[src/rtl/id_decode_stage.sv]
// id_decode_stage: RV32I decode stage for the multi-cycle core.
// Holds the fetched instruction (IR) and its PC (PCR), decodes control
// signals and the immediate from IR, and owns the architectural register
// file. The write-back stage writes results through this block, targeting
// the rd field of the instruction currently held in IR.
module id_decode_stage #(
  parameter int          NREGS       = 32,
  parameter logic [31:0] RESET_INSTR = 32'h00000013
) (
  input  logic        i_clk,
  input  logic        i_reset,
  input  logic [31:0] i_instr,
  input  logic [31:0] i_pc,
  input  logic        i_en_ID,
  input  logic        i_en_WB,
  input  logic [31:0] i_wb_data,
  output logic [31:0] o_pc,
  output logic [31:0] o_rs1_data,
  output logic [31:0] o_rs2_data,
  output logic [31:0] o_imm,
  output logic [4:0]  o_rd,
  output logic [2:0]  o_funct3,
  output logic        o_funct7b5,
  output logic        o_RegWrite,
  output logic        o_ALUSrc,
  output logic        o_ALUSrcA_pc,
  output logic        o_MemRead,
  output logic        o_MemWrite,
  output logic        o_MemtoReg,
  output logic        o_Branch,
  output logic        o_Jump,
  output logic        o_JumpReg,
  output logic [1:0]  o_ALUOp,
  output logic        o_illegal
);

  localparam logic [6:0] OP_R      = 7'b0110011;
  localparam logic [6:0] OP_IALU   = 7'b0010011;
  localparam logic [6:0] OP_LOAD   = 7'b0000011;
  localparam logic [6:0] OP_STORE  = 7'b0100011;
  localparam logic [6:0] OP_BRANCH = 7'b1100011;
  localparam logic [6:0] OP_JAL    = 7'b1101111;
  localparam logic [6:0] OP_JALR   = 7'b1100111;
  localparam logic [6:0] OP_LUI    = 7'b0110111;
  localparam logic [6:0] OP_AUIPC  = 7'b0010111;

  typedef enum logic [2:0] {
    IMM_NONE,
    IMM_I,
    IMM_S,
    IMM_B,
    IMM_U,
    IMM_J
  } imm_fmt_e;

  logic [31:0] ir_q, ir_d;
  logic [31:0] pcr_q, pcr_d;
  logic [31:0] rf_q [NREGS];

  logic [6:0]  opcode;
  logic [4:0]  rs1_addr, rs2_addr;
  logic        is_lui;
  logic        wr_en;
  imm_fmt_e    imm_fmt;

  assign opcode     = ir_q[6:0];
  assign rs1_addr   = ir_q[19:15];
  assign rs2_addr   = ir_q[24:20];
  assign o_rd       = ir_q[11:7];
  assign o_funct3   = ir_q[14:12];
  assign o_funct7b5 = ir_q[30];
  assign o_pc       = pcr_q;
  assign is_lui     = (opcode == OP_LUI);

  // A write-back only lands when the held instruction writes a real register.
  assign wr_en = i_en_WB && o_RegWrite && (o_rd != 5'd0) && (int'(o_rd) < NREGS);

  // Next-state for IR/PCR: load on the capture strobe, otherwise hold.
  always_comb begin
    ir_d  = ir_q;
    pcr_d = pcr_q;
    if (i_en_ID) begin
      ir_d  = i_instr;
      pcr_d = i_pc;
    end
  end

  // IR/PCR registers and register file; reset overrides capture and write-back.
  always_ff @(posedge i_clk) begin
    if (i_reset) begin
      ir_q  <= RESET_INSTR;
      pcr_q <= '0;
      for (int i = 0; i < NREGS; i++) begin
        rf_q[i] <= '0;
      end
    end else begin
      ir_q  <= ir_d;
      pcr_q <= pcr_d;
      // rd comes from the IR value before this edge's capture.
      if (wr_en) begin
        rf_q[o_rd] <= i_wb_data;
      end
    end
  end

  // Opcode decode: control signals and immediate format; unknown opcodes flag illegal.
  always_comb begin
    o_RegWrite   = 1'b0;
    o_ALUSrc     = 1'b0;
    o_ALUSrcA_pc = 1'b0;
    o_MemRead    = 1'b0;
    o_MemWrite   = 1'b0;
    o_MemtoReg   = 1'b0;
    o_Branch     = 1'b0;
    o_Jump       = 1'b0;
    o_JumpReg    = 1'b0;
    o_ALUOp      = 2'b00;
    o_illegal    = 1'b0;
    imm_fmt      = IMM_NONE;
    unique case (opcode)
      OP_R: begin
        o_RegWrite = 1'b1;
        o_ALUOp    = 2'b10;
      end
      OP_IALU: begin
        o_RegWrite = 1'b1;
        o_ALUSrc   = 1'b1;
        o_ALUOp    = 2'b11;
        imm_fmt    = IMM_I;
      end
      OP_LOAD: begin
        o_RegWrite = 1'b1;
        o_ALUSrc   = 1'b1;
        o_MemRead  = 1'b1;
        o_MemtoReg = 1'b1;
        imm_fmt    = IMM_I;
      end
      OP_STORE: begin
        o_ALUSrc   = 1'b1;
        o_MemWrite = 1'b1;
        imm_fmt    = IMM_S;
      end
      OP_BRANCH: begin
        o_Branch = 1'b1;
        o_ALUOp  = 2'b01;
        imm_fmt  = IMM_B;
      end
      OP_JAL: begin
        o_RegWrite   = 1'b1;
        o_Jump       = 1'b1;
        o_ALUSrcA_pc = 1'b1;
        o_ALUSrc     = 1'b1;
        imm_fmt      = IMM_J;
      end
      OP_JALR: begin
        o_RegWrite = 1'b1;
        o_Jump     = 1'b1;
        o_JumpReg  = 1'b1;
        o_ALUSrc   = 1'b1;
        imm_fmt    = IMM_I;
      end
      OP_LUI: begin
        o_RegWrite = 1'b1;
        o_ALUSrc   = 1'b1;
        imm_fmt    = IMM_U;
      end
      OP_AUIPC: begin
        o_RegWrite   = 1'b1;
        o_ALUSrc     = 1'b1;
        o_ALUSrcA_pc = 1'b1;
        imm_fmt      = IMM_U;
      end
      default: begin
        o_illegal = 1'b1;
      end
    endcase
  end

  // Immediate assembly, sign-extended from instr[31].
  always_comb begin
    o_imm = '0;
    unique case (imm_fmt)
      IMM_I:   o_imm = {{20{ir_q[31]}}, ir_q[31:20]};
      IMM_S:   o_imm = {{20{ir_q[31]}}, ir_q[31:25], ir_q[11:7]};
      IMM_B:   o_imm = {{19{ir_q[31]}}, ir_q[31], ir_q[7], ir_q[30:25], ir_q[11:8], 1'b0};
      IMM_U:   o_imm = {ir_q[31:12], 12'b0};
      IMM_J:   o_imm = {{11{ir_q[31]}}, ir_q[31], ir_q[19:12], ir_q[20], ir_q[30:21], 1'b0};
      default: o_imm = '0;
    endcase
  end

  // Operand reads: x0 reads zero, same-cycle write-back bypasses the array, LUI zeroes rs1.
  always_comb begin
    o_rs1_data = '0;
    o_rs2_data = '0;
    if ((rs1_addr != 5'd0) && (int'(rs1_addr) < NREGS)) begin
      if (wr_en && (o_rd == rs1_addr)) begin
        o_rs1_data = i_wb_data;
      end else begin
        o_rs1_data = rf_q[rs1_addr];
      end
    end
    if ((rs2_addr != 5'd0) && (int'(rs2_addr) < NREGS)) begin
      if (wr_en && (o_rd == rs2_addr)) begin
        o_rs2_data = i_wb_data;
      end else begin
        o_rs2_data = rf_q[rs2_addr];
      end
    end
    if (is_lui) begin
      o_rs1_data = '0;
    end
  end

endmodule

[config.mk]
export PLATFORM = sky130hd
export DESIGN_NAME = id_decode_stage
export DESIGN_NICKNAME = d
export VERILOG_FILES = /design/src/rtl/id_decode_stage.sv
export SDC_FILE = /design/constraint.sdc
export NUM_CORES = 2
export LEC_CHECK = 0
export CAP_MARGIN = 20
export CORE_AREA = 2 2 329 331
export CTS_CLUSTER_DIAMETER = 40
export DETAILED_ROUTE_END_ITERATION = 10
export DIE_AREA = 0 0 331 333
export PLACE_DENSITY_LB_ADDON = 0.2
export SLEW_MARGIN = 25
export SYNTH_ARGS = -nofsm -noshare
export SYNTH_HDL_FRONTEND = slang
export SYNTH_SLANG_ARGS = --single-unit
export TNS_END_PERCENT = 100
[constraint.sdc]
create_clock -name i_clk -period 2.59 [get_ports i_clk]
set_clock_uncertainty 0.15 [all_clocks]
set_input_delay 0.518 -clock i_clk [delete_from_list [all_inputs] [get_ports i_clk]]
set_output_delay 0.518 -clock i_clk [all_outputs]
set_load 0.05 [all_outputs]
# Word-level counts from Yosys, hierarchy flattened
# Memories as Yosys holds them, arrays and structs flattened. A register that Yosys moved wholly into a read port is not among the register bits.
# Cells that the tools add are included.
[word_totals]
word_cells = 63
reg_bits = 64
output_inout_bits = 149
ramBits = 1024
in_bits = 100
n_memories = 1
[op_classes]
n_mux = 29
n_eq_ne = 16
reduce_logical = 15
[memory_table]
columns = ["name", "depth", "width", "rd", "rd_ports_with_merged_regs", "wr", "line", "source"]
rows = [
  ["rf_q", 32, 32, 2, 2, 32, "58", "logic [31:0] rf_q [NREGS];"],
]
[op_table]
columns = ["op", "count"]
rows = [
  ["two-way mux 32 bit", 6],
  ["one-hot mux 32 bit (5 select lines)", 1],
  ["OR reduction 32 bit", 1],
  ["two-way mux 5 bit", 5],
  ["== test 7 x 6 -> 1 bit, second input constant", 3],
  ["== test 7 bit, second input constant", 3],
  ["two-way mux 1 bit", 15],
  ["one-hot mux 3 bit (5 select lines)", 1],
  ["nonzero test 5 bit", 3],
  ["== test 7 x 5 -> 1 bit, second input constant", 2],
  ["OR reduction 7 bit", 2],
  ["== test 5 bit", 2],
  ["OR reduction 9 bit", 1],
  ["== test 7 x 2 -> 1 bit, second input constant", 1],
  ["== test 3 x 2 -> 1 bit, second input constant", 2],
  ["== test 3 bit, second input constant", 2],
  ["one-hot mux 2 bit (3 select lines)", 1],
  ["OR reduction 2 bit", 3],
  ["logical AND 1 bit", 4],
  ["== test 3 x 1 -> 1 bit, second input constant", 1],
  ["OR reduction 3 bit", 1],
]

# Logic depth before layout (Yosys ltp)
[logic_depth]
word_depth = 10
mapped_depth = 9

# Worst setup path before layout
# No wires, ideal clock.
[synth_path]
kind = "flip-flop to output port"
start = "register ir_q[6]"
end = "output o_ALUOp[0]"
arrival_ns = 3.246
path_stages_with_launch = 4
t_required_ns = 1.922
path_buffers = 1
slack_ns = -1.324
path_cell_list = "dfxtp_1 > clkbuf_1 > nand2_1 > a2111oi_0"
[synth_via]
elab_chain_len = 2
word_cells_on_any_way = 4
[synth_lines]
columns = ["item", "line", "source"]
rows = [
  ["start: declaration", "56", "logic [31:0] ir_q, ir_d;"],
  ["start signal: assignment", "97", "ir_q <= ir_d;"],
  ["== test 7 bit, or another cell as far along", "120", "unique case (opcode)"],
  ["one-hot mux 2 bit (3 select lines) *", "120", ""],
  ["end: declaration", "33", "output logic [1:0] o_ALUOp,"],
]
# Mark *: on every way between the ends. The rest lies on a longest branch, timed or not.

==> results.json <==
{
  "ys_types": 59,
  "final_area_sq_um": 83000,
  "drtIter0Drc": 8059,
  "p_clk_share_pct": 40.1,
  "finalWorstPathRequiredPeriod_ns": 4.01,
  "cap_violations": 0,
  "synth_top_area_share_pct": 51.7,
  "start_kind": "register",
  "overall_global_routing_usage_pct": 41.4,
  "switching_share_pct": 28.4,
  "die_height_um": 333,
  "post_route_drc_violation_count": 0,
  "rsz_0062_raised_after_global_routing": "yes",
  "share_of_flip_flops_with_an_asynchronous_set_or_reset_after_synthesis_pct": 0,
  "worst-r2r-setup-slack_ns": 0.06,
  "peakVddDrop_mv": 0.641,
  "floorplan.die_area_sq_um": 110000,
  "grt_first_pass_wirelength_mm": 328,
  "clock-root-buffer": "sky130_fd_sc_hd__clkbuf_16",
  "dp_slack_ns": -0.979,
  "post_synth_instance_area_sq_um": 59400,
  "chain_of_cells_forming_the_critical_path": "buf_12 > buf_16 > buf_12 > buf_4 > buf_8 > buf_8 > mux2_2 > o22ai_2 > nor3_2 > nor4_2 > buf_4 > a211oi_4 > buf_6",
  "synth_flop_cell": "sky130_fd_sc_hd__edfxtp_1",
  "drv_slew": 0,
  "final_antenna_net_count": 0,
  "report.final.hold_viol_count": 0,
  "sequential_to_total_area_share_from_yosys_stat_pct": 54.2,
  "dpl.cell_count": 6442,
  "yosysMostFrequentCell": "sky130_fd_sc_hd__edfxtp_1",
  "synth_enable_flop_cells": 1024,
  "worst_hold_path_type": "primary input to register",
  "area_growth_pct": 39.7,
  "num-nets-final": 5467,
  "place.detailed.hpwl_mm": 149,
  "wl_per_cell_um": 34.5,
  "grt_pass1_vias": 46381,
  "critical_path_class": "register to output pin",
  "final_min_period_over_clock_period_pct": 155,
  "power_per_unit_of_standard_cell_area_nw_per_um2": 631,
  "violations_in_the_final_reports": "setup timing",
  "finalSetupTns_ns": -94.12,
  "cts.htree.levels": 4,
  "synth-seq-cells": 1098,
  "final_critical_path_setup_slack_ns": -1.42,
  "cp_data_required_time_ns": 1.92,
  "setup_viol_count_final": 106,
  "static-leakage-power_nw": 30.8,
  "critical_path.max_stage_delay_ns": 0.38,
  "netlist_instances": 4534,
  "biggest_area_consumer_among_synthesized_cells": "sky130_fd_sc_hd__edfxtp_1",
  "p_seq_share_pct": 39.1,
  "globalplace.congestion": 0.957,
  "core_region_area_sq_um": 107000,
  "cts.sinks": 1098,
  "routed_via_density": 6.95,
  "synth_area_leaders": "sky130_fd_sc_hd__edfxtp_1 52%, sky130_fd_sc_hd__and2_1 11%, sky130_fd_sc_hd__mux4_2 9.4%, sky130_fd_sc_hd__mux2i_1 7.6%, sky130_fd_sc_hd__mux2_2 3.8%",
  "worst_pin_slew_ns": 0.772,
  "cts_hold_repair.buffers": 0,
  "status": "finished, violations left",
  "final_layout_size_suffix_gt1_share_pct": 41.7,
  "crit_slowest_cell": "sky130_fd_sc_hd__dfxtp_4",
  "synthTopCellsByCount": "1024 x sky130_fd_sc_hd__edfxtp_1, 1003 x sky130_fd_sc_hd__and2_1, 450 x sky130_fd_sc_hd__mux2i_1",
  "achievable-frequency_mhz": 249,
  "drt_pre_antenna_iters": 6,
  "total_detailed_routing_wirelength_mm": 238,
  "placedInstanceArea_sq_um": 70600,
  "initial_standard_cell_utilization_of_the_core_pct": 55.8,
  "synthesis.area_per_instance_sq_um": 13.1,
  "chip_width_um": 331,
  "max_slew_margin_pct": 48.5,
  "finalPower_mw": 52.4,
  "combPwrFrac_pct": 20.8,
  "worstSetupEndpointType": "output pin",
  "path_max_fanout": 7,
  "dr_total_vias": 47916,
  "tritoncts_clock_tree": "built",
  "fp-row-count": 120,
  "clk_pin_slew_ns": 0.05,
  "ios": 249,
  "clock_path_buffers": 3,
  "grt_antenna_before_repair": 9,
  "worstPathArrival_ns": 3.34,
  "grt_max_degree": 128,
  "clkLatencyLatePin_ns": 0.76,
  "tritoncts.num_buffers": 152,
  "instances_no_fill": 6895,
  "intPower_mw": 37.5,
  "synth.yosys.warnings": 0,
  "grt_overflow_total": 0,
  "power.net_switching_mw": 14.9,
  "io_buffer_count": 248
}
## path summary, 6_finish.rpt
| check | startpoint | to | depth (start not counted) |
|---|---|---|---|
| min | i_en_ID | ir_q[7]$_SDFFE_PP0P_ | 3 |
| max reg2reg | ir_q[4]$_SDFFE_PP1P_ | rf_q[27][27]$_SDFFCE_PN0P_ | 9 |
| max | register | o_rs2_data[13] | 13 |
| min reg2reg | o_pc[28]$_SDFFE_PP0P_ | o_pc[28]$_SDFFE_PP0P_ | 2 |
## cell type report
| class | instances | area [sq um] |
|---|---|---|
| diodes | 3 | 7.51 |
| fillers | 5704 | 23600 |
| flip-flops and latches | 1098 | 32300 |
| inverters | 1 | 3.75 |
| clock buffers | 176 | 4010 |
| repair buffers | 1127 | 13900 |
| well taps | 1403 | 1760 |
| multi-input cells | 2987 | 30000 |
| clock inverters | 100 | 1030 |
## per-layer routing
layer  global-route usage (%)  routed length (um)  up-vias
met5                        0                  78        -
met3                     13.5               36100     1119
li1                         -                   -    18715
met4                     21.1               16400       12
met1                     53.6               79000    23629
met2                     62.6              106000     4441
## worst max-delay path: cells and delay by family (launching register included)
kind / cells / cell delay (ns)
simple gates: 2 / 0.35
buf+inv: 8 / 1.22
mux: 1 / 0.23
flops: 1 / 0.38
compound gates: 2 / 0.37
## power groups by stage
stage | combinational, mW | clock, mW | sequential (mW)
global placement | 8.38 | 0 | 20.7
floorplan | 4.43 | 0 | 20.7
detailed placement | 8.45 | 0 | 20.8
finish | 10.9 | 21.0 | 20.5
global route | 11.0 | 21.7 | 20.5
CTS | 9.89 | 20.8 | 20.4
## flip-flops by register name, indices dropped and copies added (netlist names), named ones only
name / flops
ir_q: 32
o_pc: 32
rf_q: 1024
## cells in the final DEF (no fill, tap or decap), types with 35 or more instances in the layout
master and instances:
sky130_fd_sc_hd__a21oi_1 35, sky130_fd_sc_hd__mux2i_4 42, sky130_fd_sc_hd__buf_6 106, sky130_fd_sc_hd__clkbuf_16 167
sky130_fd_sc_hd__mux2_4 47, sky130_fd_sc_hd__o22ai_1 50, sky130_fd_sc_hd__buf_12 277, sky130_fd_sc_hd__a211oi_1 46
sky130_fd_sc_hd__edfxtp_1 1024, sky130_fd_sc_hd__mux2i_1 378, sky130_fd_sc_hd__nor4_4 37, sky130_fd_sc_hd__nor2b_1 52
sky130_fd_sc_hd__o22ai_2 54, sky130_fd_sc_hd__dfxtp_1 59, sky130_fd_sc_hd__buf_4 514, sky130_fd_sc_hd__nand2_1 58
sky130_fd_sc_hd__a22oi_1 73, sky130_fd_sc_hd__mux4_2 248, sky130_fd_sc_hd__nor2_1 83, sky130_fd_sc_hd__and2_1 992
sky130_fd_sc_hd__mux2_2 155, sky130_fd_sc_hd__clkdlybuf4s50_1 101, sky130_fd_sc_hd__buf_8 54
## cell families (layout without fill, tap and decap cells)
group | Yosys count | count (layout) | share of synthesized area [%]
AO/OA/AOI/OAI | 477 | 477 | 5.85
XOR/XNOR | 10 | 10 | 0.147
buffers and inverters | 481 | 1404 | 3.48
flip-flops | 1098 | 1098 | 54.2
multiplexers | 900 | 900 | 20.8
other | 1 | 35 | 0.00631
AND/OR/NAND/NOR | 1567 | 1568 | 15.5
## per-stage QoR
step,hold WS (ns),utilization [%]
floorplan,0.326,-
global placement,0.322,66.3
detailed placement,0.333,66.3
CTS,0.146,75.7
global route,0.197,77.9
finish,0.172,77.9
## repair_timing
action                                  4_1_cts  5_1_grt
endpoints found under the setup margin      144      192
resized for setup                           681      379
pin swaps                                   173      158
setup buffers                               105       93
cloned                                       34       10
(Power assumes the default switching activity.)
